===== src/rtl/sum_ctrl_pkg.sv =====
// Shared types and output decode for the 1..10 accumulate control unit.
// The decode function is also used by the bench's reference checks.
package sum_ctrl_pkg;

    localparam int MAX_ITER_DEFAULT = 20;
    localparam int CNT_W_DEFAULT    = 8;

    typedef enum logic [2:0] {
        IDLE  = 3'd0,
        INIT  = 3'd1,
        CHECK = 3'd2,
        ACC   = 3'd3,
        INC   = 3'd4,
        OUT   = 3'd5,
        DONE  = 3'd6,
        ERR   = 3'd7
    } state_t;

    typedef struct packed {
        logic A_Mux_Sel;
        logic A_En;
        logic Acc_Mux_Sel;
        logic Acc_En;
        logic Out_Buf_En;
    } ctrl_word_t;

    function automatic ctrl_word_t ctrl_decode(input state_t st);
        ctrl_word_t cw;
        cw = '0;
        case (st)
            INIT: begin
                cw.A_En   = 1'b1;
                cw.Acc_En = 1'b1;
            end
            ACC: begin
                cw.Acc_Mux_Sel = 1'b1;
                cw.Acc_En      = 1'b1;
            end
            INC: begin
                cw.A_Mux_Sel = 1'b1;
                cw.A_En      = 1'b1;
            end
            OUT:     cw.Out_Buf_En = 1'b1;
            default: cw = '0;
        endcase
        return cw;
    endfunction

endpackage


===== src/rtl/sum_ctrl_fsm_if.sv =====
// Host/datapath-facing signals of the accumulate control unit.
interface sum_ctrl_fsm_if #(parameter int CNT_W = 8);
    logic             start;
    logic             clr;
    logic             ALe10;
    logic             A_Mux_Sel;
    logic             A_En;
    logic             Acc_Mux_Sel;
    logic             Acc_En;
    logic             Out_Buf_En;
    logic             busy;
    logic             done;
    logic             err;
    logic [CNT_W-1:0] iter_cnt;

    modport master (
        output start, clr, ALe10,
        input  A_Mux_Sel, A_En, Acc_Mux_Sel, Acc_En, Out_Buf_En,
        input  busy, done, err, iter_cnt
    );

    modport slave (
        input  start, clr, ALe10,
        output A_Mux_Sel, A_En, Acc_Mux_Sel, Acc_En, Out_Buf_En,
        output busy, done, err, iter_cnt
    );
endinterface


===== src/rtl/sum_ctrl_fsm_iter_counter.sv =====
// Saturating loop-pass counter with synchronous clear and enable.
module iter_counter #(
    parameter int CNT_W = 8
) (
    input  logic             clk,
    input  logic             rst,
    input  logic             clr,
    input  logic             en,
    output logic [CNT_W-1:0] cnt
);
    logic [CNT_W-1:0] cnt_r;

    // counter register; holds at all-ones instead of wrapping
    always_ff @(posedge clk) begin
        if (rst) begin
            cnt_r <= '0;
        end else if (clr) begin
            cnt_r <= '0;
        end else if (en && (cnt_r != {CNT_W{1'b1}})) begin
            cnt_r <= cnt_r + CNT_W'(1);
        end else begin
            cnt_r <= cnt_r;
        end
    end

    assign cnt = cnt_r;
endmodule


===== src/rtl/sum_ctrl_fsm.sv =====
// Moore control FSM sequencing the 1..10 accumulate datapath, with a watchdog
// that traps a loop still running after MAX_ITER passes.
module sum_ctrl_fsm
    import sum_ctrl_pkg::*;
#(
    parameter int MAX_ITER = MAX_ITER_DEFAULT,
    parameter int CNT_W    = CNT_W_DEFAULT
) (
    input  logic           clk,
    input  logic           rst,
    sum_ctrl_fsm_if.slave  bus
);
    state_t           state_r;
    state_t           next_state_s;
    logic [CNT_W-1:0] iter_cnt_s;
    ctrl_word_t       ctrl_r;
    ctrl_word_t       ctrl_next_s;
    logic             busy_r;
    logic             done_r;
    logic             err_r;
    logic             busy_next_s;
    logic             done_next_s;
    logic             err_next_s;

    iter_counter #(.CNT_W(CNT_W)) u_iter_counter (
        .clk (clk),
        .rst (rst),
        .clr (state_r == INIT),
        .en  (state_r == INC),
        .cnt (iter_cnt_s)
    );

    // state register
    always_ff @(posedge clk) begin
        if (rst) begin
            state_r <= IDLE;
        end else begin
            state_r <= next_state_s;
        end
    end

    // next-state logic; outputs are decoded from the next state so they land registered
    always_comb begin
        next_state_s = state_r;
        case (state_r)
            IDLE:  next_state_s = bus.start ? INIT : IDLE;
            INIT:  next_state_s = CHECK;
            CHECK: begin
                if (!bus.ALe10) begin
                    next_state_s = OUT;
                end else if (iter_cnt_s < CNT_W'(MAX_ITER)) begin
                    next_state_s = ACC;
                end else begin
                    next_state_s = ERR;
                end
            end
            ACC:     next_state_s = INC;
            INC:     next_state_s = CHECK;
            OUT:     next_state_s = DONE;
            DONE:    next_state_s = IDLE;
            ERR:     next_state_s = bus.clr ? IDLE : ERR;
            default: next_state_s = IDLE;
        endcase
        ctrl_next_s = ctrl_decode(next_state_s);
        busy_next_s = !(next_state_s inside {IDLE, DONE, ERR});
        done_next_s = (next_state_s == DONE);
        err_next_s  = (next_state_s == ERR);
    end

    // output registers, always equal to the decode of state_r
    always_ff @(posedge clk) begin
        if (rst) begin
            ctrl_r <= '0;
            busy_r <= 1'b0;
            done_r <= 1'b0;
            err_r  <= 1'b0;
        end else begin
            ctrl_r <= ctrl_next_s;
            busy_r <= busy_next_s;
            done_r <= done_next_s;
            err_r  <= err_next_s;
        end
    end

    assign bus.A_Mux_Sel   = ctrl_r.A_Mux_Sel;
    assign bus.A_En        = ctrl_r.A_En;
    assign bus.Acc_Mux_Sel = ctrl_r.Acc_Mux_Sel;
    assign bus.Acc_En      = ctrl_r.Acc_En;
    assign bus.Out_Buf_En  = ctrl_r.Out_Buf_En;
    assign bus.busy        = busy_r;
    assign bus.done        = done_r;
    assign bus.err         = err_r;
    assign bus.iter_cnt    = iter_cnt_s;
endmodule

===== src/flat_wrapper.sv =====
// flat-port wrapper written by rule: the top's interface ports become plain ports
module sum_ctrl_fsm_flat import sum_ctrl_pkg::*;
#(
    parameter int MAX_ITER = MAX_ITER_DEFAULT,
    parameter int CNT_W    = CNT_W_DEFAULT
)
  (clk, rst, bus_start, bus_clr, bus_ALe10, bus_A_Mux_Sel, bus_A_En, bus_Acc_Mux_Sel, bus_Acc_En, bus_Out_Buf_En, bus_busy, bus_done, bus_err, bus_iter_cnt);
  sum_ctrl_fsm_if #(.CNT_W(CNT_W)) bus_i ();
  input  logic clk;
  input  logic rst;
  input wire logic [$bits(bus_i.start)-1:0] bus_start;
  input wire logic [$bits(bus_i.clr)-1:0] bus_clr;
  input wire logic [$bits(bus_i.ALe10)-1:0] bus_ALe10;
  output wire logic [$bits(bus_i.A_Mux_Sel)-1:0] bus_A_Mux_Sel;
  output wire logic [$bits(bus_i.A_En)-1:0] bus_A_En;
  output wire logic [$bits(bus_i.Acc_Mux_Sel)-1:0] bus_Acc_Mux_Sel;
  output wire logic [$bits(bus_i.Acc_En)-1:0] bus_Acc_En;
  output wire logic [$bits(bus_i.Out_Buf_En)-1:0] bus_Out_Buf_En;
  output wire logic [$bits(bus_i.busy)-1:0] bus_busy;
  output wire logic [$bits(bus_i.done)-1:0] bus_done;
  output wire logic [$bits(bus_i.err)-1:0] bus_err;
  output wire logic [$bits(bus_i.iter_cnt)-1:0] bus_iter_cnt;
  assign bus_i.start = bus_start;
  assign bus_i.clr = bus_clr;
  assign bus_i.ALe10 = bus_ALe10;
  assign bus_A_Mux_Sel = bus_i.A_Mux_Sel;
  assign bus_A_En = bus_i.A_En;
  assign bus_Acc_Mux_Sel = bus_i.Acc_Mux_Sel;
  assign bus_Acc_En = bus_i.Acc_En;
  assign bus_Out_Buf_En = bus_i.Out_Buf_En;
  assign bus_busy = bus_i.busy;
  assign bus_done = bus_i.done;
  assign bus_err = bus_i.err;
  assign bus_iter_cnt = bus_i.iter_cnt;
  sum_ctrl_fsm #(.MAX_ITER(MAX_ITER), .CNT_W(CNT_W)) u_core (.clk(clk), .rst(rst), .bus(bus_i));
endmodule

===== config.mk =====
export PLATFORM = sky130hd
export DESIGN_NAME = sum_ctrl_fsm_flat
export DESIGN_NICKNAME = d
export VERILOG_FILES = /design/src/rtl/sum_ctrl_pkg.sv /design/src/rtl/sum_ctrl_fsm_if.sv /design/src/rtl/sum_ctrl_fsm_iter_counter.sv /design/src/rtl/sum_ctrl_fsm.sv /design/src/flat_wrapper.sv
export SDC_FILE = /design/constraint.sdc
export NUM_CORES = 1
export LEC_CHECK = 0
export CAP_MARGIN = 20
export CELL_PAD_IN_SITES_DETAIL_PLACEMENT = 1
export CELL_PAD_IN_SITES_GLOBAL_PLACEMENT = 2
export CORE_ASPECT_RATIO = 0.8
export CORE_MARGIN = 5
export CORE_UTILIZATION = 32
export CTS_CLUSTER_DIAMETER = 100
export CTS_CLUSTER_SIZE = 40
export DETAILED_ROUTE_END_ITERATION = 10
export DONT_BUFFER_PORTS = 1
export PLACE_DENSITY = 0.75
export SLEW_MARGIN = 0
export SYNTH_ARGS = -nofsm -noshare
export SYNTH_HDL_FRONTEND = slang
export SYNTH_SLANG_ARGS = --single-unit

===== constraint.sdc =====
create_clock -name clk -period 1.4 [get_ports clk]
set_clock_uncertainty 0.05 [all_clocks]
set_input_delay 0.14 -clock clk [delete_from_list [all_inputs] [get_ports clk]]
set_output_delay 0.14 -clock clk [all_outputs]
set_load 0.02 [all_outputs]

# After elaboration in Yosys (flattened, before gate mapping)

Cells that the tools add are included.
W data, S select, Z words.

Register bits after elaboration: 19
Input port bits: 5
Output and inout bits: 16
Logic and storage cells: 45

Add/sub/neg operators: 1
Order comparisons: 1
Eq/ne operators: 14
Muxes and demuxes: 10
Reduce and logical (&&, ||, !) cells: 9

Operators with widths:

| operator              | count |
|---|---|
| $eq A3 B3 Y1 const B  | 8 |
| $pmux W3 S7           | 1 |
| $eq A3 B2 Y1 const B  | 3 |
| $mux W3               | 3 |
| $add A8 B1 Y8 const B | 1 |
| $lt A8 B5 Y1 const B  | 1 |
| $ne A8 B8 Y1 const B  | 1 |
| $reduce_or A2 Y1      | 4 |
| $eq A3 B1 Y1 const B  | 2 |
| $logic_not A3 Y1      | 2 |
| $mux W1               | 6 |
| $reduce_bool A3 Y1    | 1 |
| $logic_and A1 B1 Y1   | 1 |
| $logic_not A1 Y1      | 1 |

# Logic depth before layout (Yosys ltp)

Depth in word-level cells: 7
Gate-level depth with buffers: 5
Depth with buffers taken out: 5

# By module

A second synthesis with hierarchy kept.

Cells, all modules: 97
Area total of the unflattened synthesis: 928.4 um^2

Modules (own cells, without submodules):

| module       | times used | cells an instance | area each (um^2) | seq. area each (um^2) |
|---|---|---|---|---|
| sum_ctrl_fsm | 1          | 50                | 493.0            | 220.2 |
| iter_counter | 1          | 47                | 435.4            | 160.2 |

# Worst setup path after synthesis

No wires, ideal clock.

Path kind: register to register
From: register u_core.state_r[2]
To: register u_core.ctrl_r, in the netlist u_core.bus.Acc_Mux_Sel
Library setup time: 66 ps
Data arrival time: 1399 ps
Required time: 1284 ps
Path slack: -115 ps
Cell stages (with the launch flop): 6
Buffers on the path: 1
Period minus slack after synthesis: 1515 ps
Path through: dfxtp_1 buf_6 or3b_1 and3_4 or3_4 a21oi_2

Cells in the longest elaborated chain, start to end: 5
Elaborated cells between the ends (all ways): 12
Those cells by class: eq/ne: 8; mux: 2; reduce/logical: 2

RTL lines:

| item                                         | line               | source |
|---|---|---|
| start: declaration                           | sum_ctrl_fsm.sv:13 | `state_t state_r;` |
| start signal: assignment                     | sum_ctrl_fsm.sv:38 | `state_r <= next_state_s;` |
| $eq A3 B1 Y1 or $eq A3 B3 Y1 (tied branches) | sum_ctrl_fsm.sv:45 | `case (state_r)` |
| $reduce_or A2 Y1 (no source line)            | -                  |  |
| $pmux W3 S7 (*)                              | sum_ctrl_fsm.sv:45 |  |
| $eq A3 B2 Y1 (*)                             | sum_ctrl_pkg.sv:30 | `case (st)` |
| $mux W1 (*)                                  | sum_ctrl_pkg.sv:30 |  |
| end signal: assignment                       | sum_ctrl_fsm.sv:78 | `ctrl_r <= ctrl_next_s;` |
| end: declaration                             | sum_ctrl_fsm.sv:16 | `ctrl_word_t ctrl_r;` |

Every way passes the cells marked *; elsewhere a longest branch is shown, timed or not.
A chain may end at the register's enable or synchronous reset.

# Worst setup path after layout

From: register u_core.state_r[0]
To: register u_core.busy_r, in the netlist u_core.bus.busy

Cells in the longest elaborated chain, start to end: 6
Elaborated cells between the ends (all ways): 15
Those cells by class: eq/ne: 9; mux: 1; reduce/logical: 5

RTL lines:

| item                                             | line               | source |
|---|---|---|
| $eq A3 B1 Y1 or $eq A3 B3 Y1 (tied branches)     | sum_ctrl_fsm.sv:45 |  |
| $reduce_or A2 Y1 (no source line)                | -                  |  |
| $pmux W3 S7 (*)                                  | sum_ctrl_fsm.sv:45 |  |
| $eq A3 B3 Y1 or $logic_not A3 Y1 (tied branches) | sum_ctrl_fsm.sv:65 | `busy_next_s = !(next_state_s inside {IDLE, DONE, ERR});` |
| $reduce_bool A3 Y1 (*)                           | sum_ctrl_fsm.sv:65 |  |
| $logic_not A1 Y1 (*)                             | sum_ctrl_fsm.sv:65 |  |
| end signal: assignment                           | sum_ctrl_fsm.sv:79 | `busy_r <= busy_next_s;` |
| end: declaration                                 | sum_ctrl_fsm.sv:18 | `logic busy_r;` |

Marked as above.

==> metrics.log <==
[metrics] floorplan row count: 17
[metrics] Layout Nets: around 130
[metrics] pin slew with the least headroom to its limit: just over 0.3 ns
[metrics] violations in the final reports: hold timing, setup timing
[metrics] top cells by area in the synthesized netlist: dfxtp_1 (43%), nor2_1 (6.7%), nand4_1 (2.8%), mux2i_1 (2.2%), nand3_1 (2.2%)
[metrics] startpoint-to-endpoint class of the critical path: reg -> reg
[metrics] Setup WS pre-CTS: -0.266 ns
[metrics] Synth Instances: 95
[metrics] Hold Crit Depth: 1
[metrics] GRT Residual Overflow: 0
[metrics] flops & latches, synth: 19
[metrics] Routed WL per cell: around 16 µm
[metrics] busiest metal layer after global routing: met2
[metrics] area growth from synthesis to layout: 44.2%
[metrics] part of the Yosys area used for sequential elements: 42.5%
[metrics] dominant register cell in the synthesized netlist: dfxtp_1
[metrics] global placer's final weighted congestion: 0.834
[metrics] critical path arrival: around 1.7 ns
[metrics] layout cells sized above 1: a little over half
[metrics] area of the mapped netlist: 895 µm²
[metrics] Total GRT Usage: 13.6%
[metrics] setup repair after global routing missed its margin: true
[metrics] most common library cell in the layout ignoring fill and taps: buf_4
[metrics] Crit Reg-Reg Endpoint: u_core.bus.busy
[metrics] Syn Nets: ~100
[metrics] routed via count divided by cell count: 5.15
[metrics] DRC violation total after the first TritonRoute iteration: 14
[metrics] result of the run: complete, but fails checks
[metrics] clock period minus final worst setup slack: 1.52 ns
[metrics] power density normalized to cell area: about 900 nW/µm²
[metrics] via count of the first global-routing pass: between 800 and 900
[metrics] worst slack on hold paths: -0.164 ns
[metrics] reg-to-reg setup timing slack: -0.12 ns
[metrics] FFs w/ async S/R, synth: 0%
[metrics] Yosys warning count: 0
[metrics] Initial Utilization: between 30% and 40%
[metrics] endpoint class of the critical path: flip-flop
[metrics] mux share of post-synthesis cell area: under 10%
[metrics] die outline width: roughly 69 µm
[metrics] largest area contributor in the synthesized netlist: dfxtp_1
[metrics] xor/xnor cell area share of the yosys netlist: 3.92%
[metrics] Post-synth EDFFs: 0
[metrics] die outline height: 57.3 µm
[metrics] length in cells of the worst reg-to-reg path: 5
[metrics] Max Clk Rate: between 600 and 700 MHz
[metrics] GR Layer Usage met2: about a fifth
[metrics] met3 Use GR: about 6%
[metrics] wire length of the first global-routing pass: between 4000 and 5000 µm
[metrics] total number of clock tree sinks: 19
[metrics] worst r2r src: u_core.state_r[0]
[metrics] fraction of the mapped netlist area in compound gates: between 10% and 20%
[metrics] clock latency of the later-clocked register in the worst-skew pair: 0.30 ns
[metrics] Port Buffers: 0
[metrics] worst-case headroom to the max-slew limit: around 79%
[metrics] largest net degree at the start of global routing: 12
[metrics] type of the tightest min-delay check: in -> reg
[metrics] Post-Synth Simple-Gate Area: between 30% and 40%
[metrics] Slowest-stage cell, CP: dfxtp_2
[metrics] clock-pin slew on the worst setup and hold paths: approximately 0.11 ns
[metrics] Core Region: around 2700 µm²
[metrics] adder and majority gate portion of the synthesized area: ~1.4%
[metrics] critical path required time: roughly 1.6 ns
[metrics] met1 Track Usage GR: between 10% and 20%
[metrics] area of all placed cells without fillers: roughly 1300 µm²
[metrics] die area: about 4000 µm²
[metrics] Critical Path Start: u_core.state_r[0]
[metrics] Slew Limit Fails: 0
[metrics] antenna violation net count after detailed routing: 0
[metrics] maximum buffer depth of the clock tree: 2
[metrics] leakage power: between 0.4 and 0.5 nW
[metrics] Area after DPL: 1110 µm²
[metrics] IR drop worst, VDD: between 0.0004 and 0.0005 V
[metrics] Worst Slack Setup Final: -0.124 ns
[metrics] TritonCTS Buffers: 3
[metrics] Largest stage delay, worst path: ~0.36 ns
[metrics] Pre-antenna DRT Iters: 4
[metrics] Antenna Diode Count: 0
[metrics] H-tree Lvls: 1
[metrics] list of cells traversed by the critical path: buf_6, and3b_2, nor4_4, nand3_2, a21bo_1
[metrics] Final Util: approximately 47%
[metrics] total power: about 1.2 mW
[metrics] Non-Filler Instances: between 150 and 200
[metrics] hold path startpoint: rst
[metrics] antenna violations before repair: 0
[metrics] count of endpoints failing setup in the final report: 7
[metrics] post-synthesis average cell area: ~9.4 µm²
[metrics] Max-Cap Viols: 0
[metrics] number of top-level pins: 21
[metrics] count of distinct cell types in the synthesized netlist: 41
[metrics] drt total wl: between 2000 and 3000 µm
[metrics] Placed Instances: approximately 150
[metrics] startpoint type of the worst setup path: flip-flop
[metrics] commonest non-fill, non-tap cells in the layout: buf_4 (23), nor2_1 (14), dfxtp_1 (10), dfxtp_2 (5)
[metrics] part of the cycle the worst path needs: 109%
[metrics] final hold vios: 9
[metrics] Max Fanout on Critical Path: 7
[metrics] area share of the leading cell type in the synthesized netlist: a little over two fifths
[metrics] vias after detailed routing: 814
[metrics] HPWL after detailed placement: between 1500 and 2000 µm
[metrics] TritonCTS clock tree: done
[metrics] combinational family with the most area after synthesis: simple AND/OR/NAND/NOR gates
[metrics] worst hold endpoint: u_core.state_r[2]
[metrics] Final TNS setup: -0.507 ns
[metrics] Root Buffer: clkbuf_4
[metrics] post-route DRC violation count: 0
worst max path at each step:
stage	endpoint	slack [ns]	cells after the start
3_3_place_gp	u_core.bus.busy	-0.19	5
5_1_grt	u_core.bus.busy	-0.21	5
4_1_cts	u_core.bus.Acc_Mux_Sel	-0.10	4
3_5_place_dp	u_core.bus.busy	-0.27	5
6_report	u_core.bus.busy	-0.12	5
2_1_floorplan	u_core.bus.Acc_Mux_Sel	-0.11	5
logic make-up (layout without fill, tap and decap cells):
kind of cell | after synthesis | in the layout
adder cells (fa/ha/maj) | 1 | 1
AO/OA/AOI/OAI | 14 | 14
XOR/XNOR | 4 | 4
flip-flops | 19 | 19
AND/OR/NAND/NOR | 51 | 51
buffers and inverters | 4 | 29
multiplexers | 2 | 2
cells in the mapped netlist, types with 2 or more instances:
cell type,instances
a21oi_1,2
a21oi_2,2
and2_1,2
and3_1,2
and4_1,2
buf_2,2
dfxtp_1,19
mux2i_1,2
nand2_1,3
nand3_1,4
nand4_1,4
nor2_1,16
nor3_1,2
nor3b_1,2
nor4_1,3
xnor2_1,2
xor2_1,2
routing by layer:
layer	part of all wire, %	vias up
li1	-	398
met1	46	400
met2	48	14
met3	5.0	2
met4	0.55	0
met5	0	-
timing repair:
action | 4_1_cts | 5_1_grt
hold endpoints to repair | 9 | 9
setup buffers | 1 | 0
gates resized for setup | 17 | 13
setup endpoints to repair | 11 | 19
pin swaps | 4 | 6
report_power, final:
part | internal, mW | switching, mW | leakage, nW
combinational | 0.137 | 0.130 | 0.318
clock | 0.107 | 0.177 | 0.0177
sequential | 0.565 | 0.0424 | 0.160
final cells by class:
type,count,area (µm²)
Fill cell,332,1430
Multi-Input combinational cell,72,618
Sequential cell,19,402
Timing Repair Buffer,25,195
Tap cell,38,47.5
Clock buffer,3,22.5
Clock inverter,1,5.00
flip-flops by register name, summed over array words and instances (netlist names):
name and count:
u_core.bus.A_En 1, u_core.bus.A_Mux_Sel 1, u_core.bus.Acc_En 1, u_core.bus.Acc_Mux_Sel 1, u_core.bus.Out_Buf_En 1, u_core.bus.busy 1, u_core.bus.done 1, u_core.bus.err 1
u_core.state_r 3, u_core.u_iter_counter.cnt 8
critical path, delay by kind of cell (launching register included):
family | cells | cell delay [ns]
AOI/OAI and AO/OA | 1 | 0.20
buffers and inverters | 1 | 0.14
DFF | 1 | 0.36
and+or+nand+nor | 3 | 0.73
Power figures use the tool's default switching activity.
